$ cat config.mk
export PLATFORM = sky130hd
export DESIGN_NAME = imem_arbiter
export DESIGN_NICKNAME = d
export VERILOG_FILES = /design/src/rtl/imem_arbiter.sv
export SDC_FILE = /design/constraint.sdc
export NUM_CORES = 1
export LEC_CHECK = 0
export ABC_AREA = 1
export CORE_MARGIN = 2
export CORE_UTILIZATION = 35
export DETAILED_ROUTE_END_ITERATION = 7
export PLACE_DENSITY_LB_ADDON = 0.1
export SYNTH_ARGS = -nofsm -noshare
export SYNTH_HDL_FRONTEND = slang
export SYNTH_SLANG_ARGS = --single-unit
$ cat constraint.sdc
create_clock -name clk -period 3.5 [get_ports clk]
set_input_delay 0.7 -clock clk [delete_from_list [all_inputs] [get_ports clk]]
set_output_delay 0.7 -clock clk [all_outputs]
set_load 0.01 [all_outputs]
$ cat src/rtl/imem_arbiter.sv
// Instruction-memory arbiter: a single memory port shared between the fetch
// unit (reads) and the program loader (writes).
// Optional feature: define ROUND_ROBIN_EN to replace the loader-priority /
// burst-limit policy with strict alternation on contention.
// The memory's read data is sampled at the edge that closes the FETCH cycle,
// so f_valid/f_data appear one cycle after mem_rd.
module imem_arbiter #(
    parameter int unsigned MAX_BURST = 4
) (
    input  logic        clk,
    input  logic        reset,
    input  logic        f_req,
    input  logic [31:0] f_addr,
    output logic        f_gnt,
    output logic        f_valid,
    output logic [31:0] f_data,
    input  logic        l_req,
    input  logic [31:0] l_addr,
    input  logic [31:0] l_wdata,
    output logic        l_gnt,
    output logic        l_done,
    output logic        mem_rd,
    output logic        mem_wn,
    output logic [31:0] mem_address,
    output logic [31:0] mem_write_data,
    input  logic [31:0] mem_read_data
);

    typedef enum logic [1:0] {
        IDLE  = 2'd0,
        FETCH = 2'd1,
        LOAD  = 2'd2
    } state_t;

    state_t state_q, state_d;

`ifdef ROUND_ROBIN_EN
    logic last_f_q, last_f_d;

    // Alternate on contention; the requester not granted last wins.
    always_comb begin
        state_d  = IDLE;
        last_f_d = last_f_q;
        if (f_req && l_req) begin
            state_d = last_f_q ? LOAD : FETCH;
        end else if (l_req) begin
            state_d = LOAD;
        end else if (f_req) begin
            state_d = FETCH;
        end
        if (state_d == FETCH) begin
            last_f_d = 1'b1;
        end else if (state_d == LOAD) begin
            last_f_d = 1'b0;
        end
    end

    // Last-grant flag; reset value makes the loader win the first contention.
    always_ff @(posedge clk or posedge reset) begin
        if (reset) begin
            last_f_q <= 1'b1;
        end else begin
            last_f_q <= last_f_d;
        end
    end
`else
    localparam int unsigned BW = $clog2(MAX_BURST + 1);

    logic [BW-1:0] burst_q, burst_d;

    // Loader wins contention until it has taken MAX_BURST grants in a row
    // over a waiting fetch; then fetch gets exactly one grant.
    always_comb begin
        state_d = IDLE;
        burst_d = '0;
        if (f_req && l_req) begin
            if (burst_q == BW'(MAX_BURST)) begin
                state_d = FETCH;
            end else begin
                state_d = LOAD;
                burst_d = burst_q + BW'(1);
            end
        end else if (l_req) begin
            state_d = LOAD;
        end else if (f_req) begin
            state_d = FETCH;
        end
    end

    // Burst counter of loader grants taken while fetch was waiting.
    always_ff @(posedge clk or posedge reset) begin
        if (reset) begin
            burst_q <= '0;
        end else begin
            burst_q <= burst_d;
        end
    end
`endif

    // State register plus all registered outputs, decoded from the decision.
    always_ff @(posedge clk or posedge reset) begin
        if (reset) begin
            state_q        <= IDLE;
            f_gnt          <= 1'b0;
            l_gnt          <= 1'b0;
            mem_rd         <= 1'b0;
            mem_wn         <= 1'b0;
            f_valid        <= 1'b0;
            l_done         <= 1'b0;
            f_data         <= 32'h0;
            mem_address    <= 32'h0;
            mem_write_data <= 32'h0;
        end else begin
            state_q <= state_d;
            f_gnt   <= (state_d == FETCH);
            mem_rd  <= (state_d == FETCH);
            l_gnt   <= (state_d == LOAD);
            mem_wn  <= (state_d == LOAD);
            f_valid <= (state_q == FETCH);
            l_done  <= (state_q == LOAD);
            if (state_q == FETCH) begin
                f_data <= mem_read_data;
            end
            if (state_d == FETCH) begin
                mem_address <= f_addr;
            end else if (state_d == LOAD) begin
                mem_address    <= l_addr;
                mem_write_data <= l_wdata;
            end
        end
    end

endmodule

==> results.env <==
OUTCOME='finished clean'
VIAS=4091
CTS_HTREE_LEVELS=3
CP_SLOWEST_STAGE_DELAY_NS=0.56
WORST_FLOP_TO_FLOP_PATH_STARTPOINT='burst_q[0]'
MIN_DELAY_PATH_DEPTH=1
CTSROOTBUFFERMASTER='clkbuf_16'
SLEW-LIMIT-HEADROOM_PCT=35.77
DRT_ITER0_DRC=329
POST_LAYOUT_NONFILLER_INSTANCES=867
TIMING_WORST_SLEW_PIN_VALUE_NS=0.9625
WORSTREG2REGEND='mem_write_data[12]'
PEAKVDDDROP_uV=203.4
ROUTED_WL_MM=12.85
ROWS=40
TIMING.FINAL.WS_SETUP_NS=1.519
CTS.REPAIR_TIMING.SETUP_BUFFER_COUNT=0
DIE_AREA_SQ_UM=13150
CLOCK_TREE.BUFFER_DEPTH=2
CHIPHEIGHT_UM=114.7
CLKSLEWWORSTSETUPHOLDPATHS_NS=0.07
CRITICAL_PATH_DATA_ARRIVAL_TIME_NS=1.28
SYNTH-SIMPLE-AREA-SHARE_PCT=32.80
CTS_RESIZED=0
NUMPLACEDINSTANCES=851
FINAL_DESIGN_AREA_NO_FILL_SQ_UM=7018
MAX_CAP_VIOLATIONS=0
CHIPWIDTH_UM=114.7
FINALCLOCKSKEW_NS=0.007772
FINAL-MAX-SLEW-VIOLATION-COUNT=0
FMAX_GHz=0.5048
POWER_DENSITY_nW_PER_UM2=449.5
WORSTHOLDENDPOINT='l_done'
LAYOUT-DRIVE-GT1-SHARE_PCT=4.028
SYNTH-SEQ-CELLS=105
YOSYS.CELL_TYPES.COUNT=17
TIMING.SETUP.TNS_NS=0
HOLD_WS_NS=0.4179
VIA_COUNT_OF_THE_FIRST_GLOBAL_ROUTING_PASS=4087
GRT_FIRST_PASS_WIRELENGTH_MM=20.28
HOLD_PATH.STARTPOINT='state_q[0]'
CRITPATHBUFINV=1
LARGEST_NET_DEGREE_AT_THE_START_OF_GLOBAL_ROUTING=106
CRITICAL-PATH-TOP-DELAY-FAMILY='buffers and inverters'
CORE_REGION_AREA_SQ_UM=11960
DP_SLACK_NS=1.199
TIMING_HOLD_VIOLATIONS_FINAL=0
POSTSYNTHAREAPERCELL_SQ_UM=8.697
STATIC-LEAKAGE-POWER_nW=3.322
NUMBER_OF_BUFFERS_CREATED_BY_CTS=9
SYNTHESIS.INSTANCES=493
GLOBALROUTEOVERFLOWTOTAL=0
SYNTH_SEQ_AREA_SHARE_PCT=61.28
DIODES=0
IOS=234
NETS=849
DRC_ERRORS=0
SYN_AREA_SQ_UM=4288
TYPE_OF_THE_MOST_CRITICAL_HOLD_PATH='flop to flop'
CRITICAL_PATH_CLASS='flop to primary output'
SYNTH-COMPOUND-AREA-SHARE_PCT=0
DRT-VIAS-PER-INSTANCE=4.719
POST_DP_CELL_AREA_SQ_UM=6723
HPWLAFTERDP_MM=9.246
ANTENNA_VIOLATING_NETS_POST_ROUTE=0
PERIOD_SHARE_PCT=56.60
WORST_SETUP_PATH_START_KIND='flop'
P_TOTAL_mW=3.155
SYNTH_WARNINGS=0
CLOCK_NETWORK_LATENCY_TO_THE_LATER_PIN_OF_THE_WORST_SKEW_PAIR_NS=0.34
LAYOUT_MIN_CYCLE_TIME_NS=1.981
CRITICAL_PATH_REQUIRED_NS=2.80
PORT_BUFFERS=233
WORST_SETUP_SLACK_FOR_REGISTER_TO_REGISTER_PATHS_NS=1.74
CP_CELL_SEQUENCE='clkdlybuf4s50_1'
SYNTH.NET_COUNT=627
HOLD_FIX_BUFFERS_CTS=0
POST_DR_WIRELENGTH_CELL_UM=14.82
CRITICAL-PATH-SLOWEST-CELL='clkdlybuf4s50_1'
DRT_PRE_ANTENNA_ITERS=4
FINAL_CORE_UTIL_PCT=58.67
CRITPATHMAXFANOUT=2
AREA_GROWTH_SYN_TO_LAYOUT_PCT=63.67
CTS.SINK_COUNT=105
SYNTH_MUX_AREA_SHARE_PCT=0
GRT_ANTENNA_BEFORE_REPAIR=0
CRIT_PATH_CAPTURE_TYPE='primary output'
FF2FF_PATH_DEPTH=7
GLOBALPLACE.CONGESTION=0.8508
POST_SYNTH_XOR_AREA_FRACTION_PCT=0.2043
POST_SYNTH_FA_HA_MAJ_AREA_FRACTION_PCT=0.5836
GRT_SETUP_UNREPAIRED='false'
COMBINATIONAL_FAMILY_WITH_THE_MOST_AREA_AFTER_SYNTHESIS='simple AND/OR/NAND/NOR gates'
CLOCK_TREE_FROM_TRITONCTS='built'
GRT_USE_TOTAL_PCT=19.69
STARTING_DENSITY_OF_THE_CORE_PCT=35.85
FINAL-SETUP-VIOL-COUNT=0
==> worst reg2reg max path: cells and delay by family (launching register included) <==
| family | cells | cell delay, ns |
|---|---|---|
| adder cells (fa/ha/maj) | 1 | 0.22 |
| AND/OR/NAND/NOR | 4 | 0.66 |
| buffers and inverters | 2 | 0.41 |
| flip-flops | 1 | 0.40 |
==> cell families after synthesis <==
| logic type | count (synthesis) |
|---|---|
| AND/OR/NAND/NOR | 338 |
| flip-flops | 105 |
| buffers and inverters | 47 |
| adder cells (fa/ha/maj) | 2 |
| XOR/XNOR | 1 |
==> cell usage in the layout (no fill, tap or decap) <==
cell type	n
clkinvlp_4	3
buf_12	1
inv_1	15
ha_1	2
nor2_2	1
inv_4	1
bufinv_16	1
nand2_1	234
clkbuf_16	9
buf_4	7
nand3_4	1
clkbuf_1	1
and3_1	1
nor2_1	8
inv_6	1
nor3_1	2
clkdlybuf4s50_1	233
nand3_1	89
clkinv_2	1
dfrtp_1	105
inv_2	1
nand2_2	2
xnor2_1	1
==> per-layer routing <==
metal / global-route usage (%) / part of all wire, % / up-vias
met3: 5.400 / 8.2 / 28
met4: 8.780 / 3.0 / 0
met5: 0 / 0 / -
met1: 24.63 / 41 / 1887
met2: 31.91 / 48 / 180
li1: - / - / 1996
==> synth_stat cells, drive strengths merged <==
| master | number | area (sq um) |
|---|---|---|
| and3 | 1 | 6.260 |
| ha | 2 | 25.02 |
| xnor2 | 1 | 8.760 |
| nor3 | 2 | 10.01 |
| dfrtp | 105 | 2628 |
| nor2 | 9 | 36.29 |
| nand3 | 90 | 463.0 |
| inv | 17 | 63.81 |
| buf | 23 | 130.1 |
| clkbuf | 7 | 26.28 |
| nand2 | 236 | 890.9 |
==> power by group <==
group          internal, mW  total [mW]  switching, mW
clock network         0.556        1.00          0.448
registers              1.35        1.42         0.0752
logic                 0.428       0.728          0.300
total                  2.33        3.15          0.823
==> how the worst max path moves through the flow <==
stage,startpoint,endpoint,slack (ns),cells past startpoint
2_1_floorplan,reset,burst_q[0],0.04,1
3_3_place_gp,f_req,mem_write_data[1],1.22,6
3_5_place_dp,f_req,mem_write_data[2],1.20,6
4_1_cts,mem_address[7],mem_address[7],1.50,1
5_1_grt,f_req,mem_write_data[12],1.40,6
6_report,mem_write_data[25],mem_write_data[25],1.52,1
==> cell type report <==
| type | count | area (sq um) |
|---|---|---|
| clock inverters | 6 | 66.31 |
| well taps | 147 | 183.9 |
| multi-input cells | 341 | 1440 |
| clock buffers | 10 | 229.0 |
| inverters | 17 | 66.31 |
| flip-flops and latches | 105 | 2628 |
| repair buffers | 241 | 2405 |
| fillers | 1079 | 4943 |
==> registers in the layout (all words and copies together) (netlist names) <==
register / count
f_data: 32
burst_q: 3
mem_rd: 1
mem_address: 32
mem_write_data: 32
l_done: 1
state_q: 2
mem_wn: 1
f_valid: 1
Note: power is estimated with default switching activity, not from simulation.
